## config.mk

```make
export PLATFORM = sky130hd
export DESIGN_NAME = serial_adder_ctrl
export DESIGN_NICKNAME = d
export VERILOG_FILES = /design/src/rtl/serial_adder_ctrl.sv
export SDC_FILE = /design/constraint.sdc
export NUM_CORES = 1
export LEC_CHECK = 0
export CORE_MARGIN = 10
export CORE_UTILIZATION = 46
export CTS_CLUSTER_SIZE = 16
export DETAILED_ROUTE_END_ITERATION = 7
export GPL_TIMING_DRIVEN = 0
export PLACE_DENSITY = 0.74
export SLEW_MARGIN = 40
export SYNTH_ARGS = -nofsm -noshare
export SYNTH_HDL_FRONTEND = slang
export SYNTH_HIERARCHICAL = 1
export SYNTH_SLANG_ARGS = --single-unit
```

## constraint.sdc

```tcl
create_clock -name clk -period 1.52 [get_ports clk]
set_input_delay 0.304 -clock clk [delete_from_list [all_inputs] [get_ports clk]]
set_output_delay 0.304 -clock clk [all_outputs]
set_load 0.02 [all_outputs]
```

## src/rtl/serial_adder_ctrl.sv

```systemverilog
// Bit-serial adder controller: one full-adder slice (two half adders) adds two WIDTH-bit operands LSB first.
// Optional signed-overflow output enabled by defining SERIAL_ADD_OVF_EN.

module half_adder (
    input  logic a,
    input  logic b,
    output logic s,
    output logic c
);

    // Single-bit add without carry-in
    always_comb begin
        s = a ^ b;
        c = a & b;
    end

endmodule

module serial_adder_ctrl_chk (
    input logic clk,
    input logic rst,
    input logic busy,
    input logic done
);

    ast_busy_done_excl: assert property (@(posedge clk) disable iff (rst) !(busy && done));
    ast_done_pulse:     assert property (@(posedge clk) disable iff (rst) done |=> !done);

endmodule

module serial_adder_ctrl #(
    parameter int WIDTH = 8
) (
    input  logic             clk,
    input  logic             rst,
    input  logic             start,
    input  logic [WIDTH-1:0] a,
    input  logic [WIDTH-1:0] b,
    output logic             busy,
    output logic             done,
    output logic [WIDTH-1:0] sum,
    output logic             cout
`ifdef SERIAL_ADD_OVF_EN
    ,
    output logic             ovf
`endif
);

    localparam int CW = $clog2(WIDTH + 1);

    typedef enum logic [1:0] {
        IDLE = 2'd0,
        RUN  = 2'd1,
        DONE = 2'd2
    } state_t;

    state_t           state_r, state_s;
    logic [WIDTH-1:0] sa_r, sa_s;
    logic [WIDTH-1:0] sb_r, sb_s;
    logic [WIDTH-1:0] ss_r, ss_s;
    logic [WIDTH-1:0] ss_shift_s;
    logic [WIDTH-1:0] sum_r, sum_s;
    logic             c_r, c_s;
    logic [CW-1:0]    cnt_r, cnt_s;
    logic             cout_r, cout_s;
    logic             busy_r, done_r;
    logic             s1_s, c1_s, bit_s, c2_s, carry_next_s;
`ifdef SERIAL_ADD_OVF_EN
    logic             ovf_r, ovf_s;
`endif

    half_adder u_ha1 (
        .a (sa_r[0]),
        .b (sb_r[0]),
        .s (s1_s),
        .c (c1_s)
    );

    half_adder u_ha2 (
        .a (s1_s),
        .b (c_r),
        .s (bit_s),
        .c (c2_s)
    );

    // Carry out of the slice and the sum register with the new bit entering at the MSB
    always_comb begin
        carry_next_s            = c1_s | c2_s;
        ss_shift_s              = ss_r >> 1'b1;
        ss_shift_s[WIDTH-1]     = bit_s;
    end

    // Next-state and datapath update
    always_comb begin
        state_s = state_r;
        sa_s    = sa_r;
        sb_s    = sb_r;
        ss_s    = ss_r;
        c_s     = c_r;
        cnt_s   = cnt_r;
        sum_s   = sum_r;
        cout_s  = cout_r;
`ifdef SERIAL_ADD_OVF_EN
        ovf_s   = ovf_r;
`endif
        case (state_r)
            IDLE, DONE: begin
                if (start) begin
                    sa_s    = a;
                    sb_s    = b;
                    ss_s    = '0;
                    c_s     = 1'b0;
                    cnt_s   = '0;
                    state_s = RUN;
                end else begin
                    state_s = IDLE;
                end
            end
            RUN: begin
                sa_s  = sa_r >> 1'b1;
                sb_s  = sb_r >> 1'b1;
                ss_s  = ss_shift_s;
                c_s   = carry_next_s;
                cnt_s = cnt_r + CW'(1'b1);
                if (cnt_r == CW'(WIDTH - 1)) begin
                    // c_r is the carry into the MSB on this last bit
                    sum_s   = ss_shift_s;
                    cout_s  = carry_next_s;
`ifdef SERIAL_ADD_OVF_EN
                    ovf_s   = c_r ^ carry_next_s;
`endif
                    state_s = DONE;
                end else begin
                    state_s = RUN;
                end
            end
            default: begin
                state_s = IDLE;
            end
        endcase
    end

    // State, datapath and registered outputs
    always_ff @(posedge clk or posedge rst) begin
        if (rst) begin
            state_r <= IDLE;
            sa_r    <= '0;
            sb_r    <= '0;
            ss_r    <= '0;
            c_r     <= 1'b0;
            cnt_r   <= '0;
            sum_r   <= '0;
            cout_r  <= 1'b0;
            busy_r  <= 1'b0;
            done_r  <= 1'b0;
`ifdef SERIAL_ADD_OVF_EN
            ovf_r   <= 1'b0;
`endif
        end else begin
            state_r <= state_s;
            sa_r    <= sa_s;
            sb_r    <= sb_s;
            ss_r    <= ss_s;
            c_r     <= c_s;
            cnt_r   <= cnt_s;
            sum_r   <= sum_s;
            cout_r  <= cout_s;
            busy_r  <= (state_s == RUN);
            done_r  <= (state_s == DONE);
`ifdef SERIAL_ADD_OVF_EN
            ovf_r   <= ovf_s;
`endif
        end
    end

    assign busy = busy_r;
    assign done = done_r;
    assign sum  = sum_r;
    assign cout = cout_r;
`ifdef SERIAL_ADD_OVF_EN
    assign ovf  = ovf_r;
`endif

    serial_adder_ctrl_chk u_chk (
        .clk  (clk),
        .rst  (rst),
        .busy (busy_r),
        .done (done_r)
    );

endmodule
```

# Word-level counts from Yosys, hierarchy flattened
# Index checks and enable logic that the tools add are counted.
dict set report word_totals {
  out_inout_bits 11
  wordCells 40
  register_bits 42
  input_bits 19
}
dict set report op_classes {
  addsub 1
  eq_ne 6
  n_reduce_logical 5
  bitwise_logic 5
  mux 13
}
# cell n
set ops {}
lappend ops {{one-hot mux 8 bit (2 select lines)} 3}
lappend ops {{two-way mux 8 bit} 3}
lappend ops {{one-hot mux 4 bit (2 select lines)} 1}
lappend ops {{adder 4 x 1 -> 4 bit (second input constant)} 1}
lappend ops {{equality test 2 x 1 -> 1 bit (second input constant)} 2}
lappend ops {{equality test 2 bit (second input constant)} 2}
lappend ops {{equality test 4 x 3 -> 1 bit (second input constant)} 1}
lappend ops {{two-way mux 4 bit} 1}
lappend ops {{one-hot mux 2 bit (2 select lines)} 1}
lappend ops {{AND reduction 2 bit} 2}
lappend ops {{bitwise AND 1 bit} 2}
lappend ops {{zero test 2 bit} 1}
lappend ops {{two-way mux 1 bit} 2}
lappend ops {{two-way mux 2 bit} 1}
lappend ops {{!= test 2 bit (second input constant)} 1}
lappend ops {{one-hot mux 1 bit (2 select lines)} 1}
lappend ops {{nonzero test 2 bit} 1}
lappend ops {{OR reduction 2 bit} 1}
lappend ops {{XOR 1 bit} 2}
lappend ops {{bitwise OR 1 bit} 1}

# Longest topological paths before layout
# Gate-level depths: netlist of the first run.
dict set report logic_depth {
  word_depth 4
  mapped_depth 5
  ltp_nobuf 4
}

# Hierarchy
# Netlist of the first run, hierarchy kept.
# mod seq_area_each_um2 cells_per_inst area_per_inst_um2 instances
set by_module_without_submodules {}
lappend by_module_without_submodules {serial_adder_ctrl 1026.0 135 1699.1 1}
lappend by_module_without_submodules {half_adder 0.0 1 12.5 2}

# Least setup slack after synthesis of the first run
# Ideal clock, no wire load.
dict set report synth_path {
  kind {flip-flop to flip-flop}
  startpoint {reg sa_r[0]}
  endpoint {reg cout_r (netlist: cout)}
  stages_incl_launch_ff 5
  slack_ps 30
  setup_time_ps 125
  synth_period_minus_slack_ps 1490
  path_buffers 0
  required_time_ps 1395
  arrival_ps 1364
  path_cell_list {dfrtp_1 ha_1 ha_1 or2_2 mux2_4}
}
dict set report synth_between {
  elab_chain_len 3
  word_cells_on_any_way 4
  cone_classes {4 x bitwise}
}
# item line_no
set synth_lines {}
lappend synth_lines {{start, declared} 58} ;# logic [WIDTH-1:0] sa_r, sa_s;
lappend synth_lines {{start signal, assigned} 161} ;# sa_r <= sa_s;
lappend synth_lines {{XOR 1 bit} 13} ;# s = a ^ b;
lappend synth_lines {{net s1_s} 67} ;# logic s1_s, c1_s, bit_s, c2_s, carry_next_s;
lappend synth_lines {{bitwise AND 1 bit} 14} ;# c = a & b;
lappend synth_lines {{net c2_s} 67}
lappend synth_lines {{bitwise OR 1 bit} 88} ;# carry_next_s = c1_s | c2_s;
lappend synth_lines {{end signal, assigned} 167} ;# cout_r <= cout_s;
lappend synth_lines {{end, declared} 65} ;# logic cout_r, cout_s;
# The timed path passes the listed nets, and every way through them passes these cells.
# A chain may end at the register's enable or synchronous reset.

# Worst setup path in the final report of the first run
dict set report layout_path {
  startpoint {reg sb_r[0]}
  endpoint {reg cout_r (netlist: cout)}
}
dict set report layout_between {
  elab_chain_len 3
  word_cells_on_any_way 4
  cone_classes {4 x bitwise}
}
# item line_no
set layout_lines {}
lappend layout_lines {{start, declared} 59} ;# logic [WIDTH-1:0] sb_r, sb_s;
lappend layout_lines {{start signal, assigned} 162} ;# sb_r <= sb_s;
lappend layout_lines {{XOR 1 bit} 13}
lappend layout_lines {{net s1_s} 67}
lappend layout_lines {{bitwise AND 1 bit} 14}
lappend layout_lines {{net c2_s} 67}
lappend layout_lines {{bitwise OR 1 bit} 88}
# The timed path passes the listed nets, and every way through them passes these cells.

==> results of run 1 <==
[logic make-up (layout without fill, tap and decap cells)]
logic type	Yosys count	in the layout	synth area share, %
adder cells (fa/ha/maj)	3	3	2.18
multiplexers	11	11	9.07
AO/OA/AOI/OAI	30	30	13.1
AND/OR/NAND/NOR	40	40	12.2
flip-flops	41	41	59.5
buffers and inverters	12	57	3.92
[layout make-up]
class / instances / area (um2)
Tap cell: 48 / 60.1
Multi-Input combinational cell: 84 / 637
Buffer: 11 / 65.1
Fill cell: 304 / 1390
Inverter: 1 / 3.75
Clock buffer: 7 / 86.3
Timing Repair Buffer: 38 / 368
Sequential cell: 41 / 1030
[sequential cells by signal, summed over array words and instances (netlist names)]
signal   flops
sa_r         8
sb_r         8
sum          8
ss_r         7
cnt_r        4
state_r      2
busy         1
c_r          1
cout         1
done         1
[power by group through the flow]
| stage | clock [mW] | combinational [mW] | sequential [mW] |
|---|---|---|---|
| 5_1_grt | 0.756 | 2.25 | 1.93 |
| 2_1_floorplan | 0 | 1.23 | 1.98 |
| 3_3_place_gp | 0 | 1.91 | 1.86 |
| 4_1_cts | 0.716 | 1.93 | 1.87 |
| 3_5_place_dp | 0 | 2.00 | 1.89 |
| 6_report | 0.704 | 2.05 | 1.87 |
[cell usage after synthesis, types with 3 or more instances]
master / count / area share, %
nand2_1: 15 / 3.3
nand3_1: 15 / 4.4
o21ai_0: 3 / 0.87
mux2_4: 9 / 7.8
ha_1: 3 / 2.2
a22oi_1: 14 / 6.1
buf_2: 6 / 1.7
dfrtp_1: 41 / 60
a22o_1: 11 / 5.6
[layer usage]
layer | wire length (um) | GRT usage, % | up-vias
met4 | 39 | 3.11 | 0
met5 | 0 | 0 | -
met2 | 1720 | 18.3 | 36
met3 | 261 | 4.64 | 5
li1 | - | - | 591
met1 | 1600 | 14.2 | 608
[worst max-delay path by stage]
stage	start	endpoint	cells past startpoint	slack, ns
after floorplan	sa_r[0]$_DFFE_PP0P_	cout$_DFFE_PP0P_	4	0.03
after global placement	rst	sb_r[4]$_DFFE_PP0P_	2	-0.48
after detailed placement	start	sb_r[7]$_DFFE_PP0P_	6	-0.17
after CTS	sa_r[0]$_DFFE_PP0P_	cout$_DFFE_PP0P_	4	-0.06
after global routing	state_r[0]$_DFF_PP0_	sum[4]$_DFFE_PP0P_	5	-0.03
final	sb_r[0]$_DFFE_PP0P_	cout$_DFFE_PP0P_	4	0.03
[timing repair]
| action | in CTS | in global routing |
|---|---|---|
| buffers inserted | 1 | 6 |
| endpoints found under the setup margin | 13 | 15 |
| resized for setup | 11 | 7 |
| pin swaps | 0 | 1 |
| cloned | 0 | 1 |
==> reports/metrics.csv, run 1 <==
stage;metric;value;unit
cts;cts_tree;yes;
power_and_ir_drop;switchingPower;1.63;mW
floorplan;die-area;6600;um2
floorplan;pin_count;30;
power_and_ir_drop;internal_power;2.99;mW
critical_path;critPathRequiredTime;1.70;ns
cts;cts_made_buffers;5;
logic_synthesis;synth_warnings;6;
global_routing;grt-ovfl-total;0;
power_and_ir_drop;power_leakage;1.11;nW
logic_synthesis;ys_seq_area_share;59.5;%
critical_path;critical_path.max_fanout;2;
floorplan;core-area;3630;um2
final_layout;antenna_cells;0;
power_and_ir_drop;sequentialPowerShare;40.4;%
logic_synthesis;yosysUniqueCellTypes;24;
floorplan;die_x;81.2;um
cts;htree_levels;2;
floorplan;die_h;81.2;um
logic_synthesis;synthesis.nets;159;
cts;cts_buffer_depth;2;
sta;fmax;672;MHz
final_layout;stdcell_area;2250;um2
cts;clock_latency;0.29;ns
final_layout;nNetsFinal;204;
logic_synthesis;synth_cells;137;
drt;drcViolationCount;0;
critical_path;rrSetupSlack;0.03;ns
critical_path;r2r-start;sb_r[0]$_DFFE_PP0P_;
power_and_ir_drop;peakVddDrop;783;uV
drt;avgRoutedWirePerCell;15.7;um
global_routing;grtUsageTotal;11.5;%
critical_path;worstPathArrival;1.66;ns
global_routing;grt_start_max_net_pins;23;
final_layout;final_core_util;61.8;%
drt;wl;3620;um
placement;hpwl;2610;um
power_and_ir_drop;switching_share;35.4;%
critical_path;max_stage_delay;0.38;ns
sta;hold_slack;0.364;ns
floorplan;initial_core_util;47.5;%
floorplan;rows;22;
status;outcome;finished clean;
global_routing;grt_pass1_wl;6000;um
global_routing;antenna_found_initial;0;
sta;setup_tns;0;ns
critical_path;path_cells;ha_1 > ha_2 > or2_4 > mux2_4;
critical_path;ff2ff_path_depth;4;
placement;gp_congestion;0.830;
hold_path;min_path_type;in -> async;
placement;dp_slack;-0.175;ns
sta;finClkSkew;0.00430;ns
placement;dp_cells;215;
placement;io_buffer_count;29;
critical_path;cp-end-kind;flop;
sta;period_needed;1.49;ns
sta;rsz0062_at_grt;yes;
final_layout;mostFrequentLayoutCells;41 x dfrtp_1, 18 x clkdlybuf4s50_1, 15 x nand3_1, 15 x nand2_1, 14 x a22oi_1;
final_layout;mostFrequentLayoutCell;dfrtp_1;
global_routing;grt_pass1_vias;1201;
final_layout;syn_to_final_growth;30.3;%
logic_synthesis;ys_ff_latch;41;
sta;fin_crit_sh;97.8;%
logic_synthesis;synth_ff_type;dfrtp_1;
drt;ant_nets;0;
critical_path;startpoint_type;flop;
sta;slew_viol_final;0;
cts;cts.hold.buffers_added;0;
critical_path;critical-path-slowest-cell;dfrtp_1;
final_layout;finalNonFillerCells;230;
placement;placed_cell_area;2100;um2
cts;root_buffer;clkbuf_8;
cts;cts_sinks;41;
sta;relSlewSlack;66.7;%
logic_synthesis;postSynth.asyncResetShare;100;%
drt;vias;1240;
sta;worstMarginPinSlew;0.499;ns
critical_path;reg2reg_to;cout$_DFFE_PP0P_;
critical_path;path_class;reg -> reg;
drt;drt_iter0_markers;50;
sta;finalHoldViolations;0;
critical_path;path_buf_inv;0;
cts;clkTransAtPathRegs;0.07;ns
power_and_ir_drop;power;4.62;mW
power_and_ir_drop;pwr-share-clk;15.2;%
power_and_ir_drop;powerDensity;2060;nW/um2
critical_path;critPathTopFamily;adder cells;
sta;setup_viol;0;
logic_synthesis;synth_area_per_cell;12.6;um2
logic_synthesis;synth_edf_count;0;
drt;vias_per_cell;5.39;
logic_synthesis;syn_area;1720;um2
flow_run;maxCapViolCount;0;
sta;setup_ws;0.0327;ns
final_layout;drive_gt1_share;21.4;%
power_and_ir_drop;combinationalPowerShare;44.3;%
drt;drtPass1Iterations;4;
No activity file was read; power rests on OpenSTA's default activity.
==> run 2: changes to the inputs <==
--- a/config.mk
+++ b/config.mk
@@ -7,9 +7,9 @@
 export LEC_CHECK = 0
 export CORE_MARGIN = 10
 export CORE_UTILIZATION = 46
+export CTS_CLUSTER_DIAMETER = 150
 export CTS_CLUSTER_SIZE = 16
 export DETAILED_ROUTE_END_ITERATION = 7
-export GPL_TIMING_DRIVEN = 0
 export PLACE_DENSITY = 0.74
 export SLEW_MARGIN = 40
 export SYNTH_ARGS = -nofsm -noshare
==> reports/metrics.csv, run 2 (synthesis results as in run 1) <==
stage;metric;value;unit
critical_path;ff2ff_path_depth;4;
floorplan;die_h;81.2;um
sta;setup_viol;0;
sta;hold_slack;0.379;ns
global_routing;grt_start_max_net_pins;42;
critical_path;rrSetupSlack;0.05;ns
cts;htree_levels;2;
status;outcome;finished clean;
final_layout;nNetsFinal;199;
flow_run;maxCapViolCount;0;
floorplan;pin_count;30;
final_layout;drive_gt1_share;21.3;%
cts;cts_sinks;41;
sta;rsz0062_at_grt;no;
drt;vias;1205;
sta;period_needed;1.47;ns
power_and_ir_drop;peakVddDrop;838;uV
critical_path;cp-end-kind;flop;
final_layout;mostFrequentLayoutCell;dfrtp_1;
critical_path;startpoint_type;flop;
drt;ant_nets;0;
floorplan;rows;22;
cts;root_buffer;clkbuf_8;
final_layout;final_core_util;61.0;%
critical_path;critPathLaunch;sa_r[0]$_DFFE_PP0P_;
final_layout;multi_input_area;639;um2
final_layout;antenna_cells;0;
sta;relSlewSlack;71.0;%
sta;finalHoldViolations;0;
power_and_ir_drop;power_leakage;1.09;nW
sta;setup_tns;0;ns
power_and_ir_drop;powerDensity;2060;nW/um2
critical_path;critPathRequiredTime;1.70;ns
drt;drcViolationCount;0;
cts;clkTransAtPathRegs;0.08;ns
hold_path;min_path_type;in -> async;
global_routing;grt-ovfl-total;0;
cts;cts_buffer_depth;2;
floorplan;initial_core_util;47.5;%
global_routing;grt_pass1_wl;5870;um
placement;hpwl;2490;um
critical_path;r2r-start;sa_r[0]$_DFFE_PP0P_;
global_routing;grtUsageTotal;11.2;%
cts;cts_tree;yes;
global_routing;antenna_found_initial;0;
final_layout;fillers;324;
placement;gp_congestion;0.826;
sta;fmax;681;MHz
final_layout;register_area;1030;um2
placement;dp_cells;216;
cts;clock_latency;0.29;ns
floorplan;die_x;81.2;um
critical_path;path_class;reg -> reg;
drt;drtPass1Iterations;4;
critical_path;reg2reg_to;cout$_DFFE_PP0P_;
floorplan;core-area;3630;um2
placement;io_buffer_count;29;
sta;fin_crit_sh;96.6;%
sta;slew_viol_final;0;
final_layout;finalNonFillerCells;226;
sta;finClkSkew;0.00407;ns
sta;worstMarginPinSlew;0.435;ns
final_layout;syn_to_final_growth;28.6;%
global_routing;grt_pass1_vias;1274;
drt;vias_per_cell;5.33;
power_and_ir_drop;power;4.57;mW
drt;avgRoutedWirePerCell;15.7;um
cts;cts_made_buffers;5;
drt;drt_iter0_markers;111;
critical_path;critical_path.max_fanout;2;
critical_path;worstPathArrival;1.65;ns
drt;wl;3560;um
floorplan;die-area;6600;um2
final_layout;mostFrequentLayoutCells;41 x dfrtp_1, 18 x clkdlybuf4s50_1, 15 x nand3_1, 15 x nand2_1;
-- run 2: layer usage --
metal  up-vias  wire, um  global-route usage (%)
met5         -         0                       0
met2        31      1670                    18.5
met1       598      1640                    13.5
li1        571         -                       -
met3         5       211                    3.86
met4         0        43                    3.63
-- run 2: final cells by class --
| type | count | share of cell area, % |
|---|---|---|
| Inverter | 1 | 0.169 |
| Clock inverter | 3 | 0.790 |
| Timing Repair Buffer | 44 | 18.1 |
| Multi-Input combinational cell | 84 | 28.8 |
| Clock buffer | 5 | 3.10 |
| Sequential cell | 41 | 46.3 |
| Tap cell | 48 | 2.71 |
-- run 2: critical path, cell delays in order (launching register included) --
cell     delay, ns
dfrtp_1       0.39
ha_1          0.30
ha_2          0.18
or2_4         0.24
mux2_4        0.25
-- run 2: how the worst max path moves through the flow --
stage | endpoint | slack [ns] | cells past startpoint
after CTS | sb_r[7]$_DFFE_PP0P_ | 0.02 | 4
final | cout$_DFFE_PP0P_ | 0.05 | 4
after global routing | sum[1]$_DFFE_PP0P_ | 0.008 | 3
after global placement | c_r$_DFFE_PP0P_ | -0.18 | 4
after detailed placement | sb_r[7]$_DFFE_PP0P_ | -0.24 | 4
after floorplan | cout$_DFFE_PP0P_ | 0.03 | 4
-- run 2: per-stage QoR --
step | instance area, um2 | setup slack, ns
detailed placement | 2120 | -0.237
global placement | 2120 | -0.185
floorplan | 1720 | 0.0305
CTS | 2200 | 0.0225
finish | 2220 | 0.0519
global route | 2220 | 0.00785
-- run 2: where the power goes --
part,switching [mW],leakage (nW),internal (mW)
clock network,0.361,0.0439,0.316
registers,0.277,0.519,1.57
logic,1.00,0.531,1.04
-- run 2: what timing repair did --
item,in CTS,in global routing
pin swaps,1,1
hold buffers,0,0
buffers inserted,0,2
setup endpoints to repair,20,12
gates resized for setup,13,2
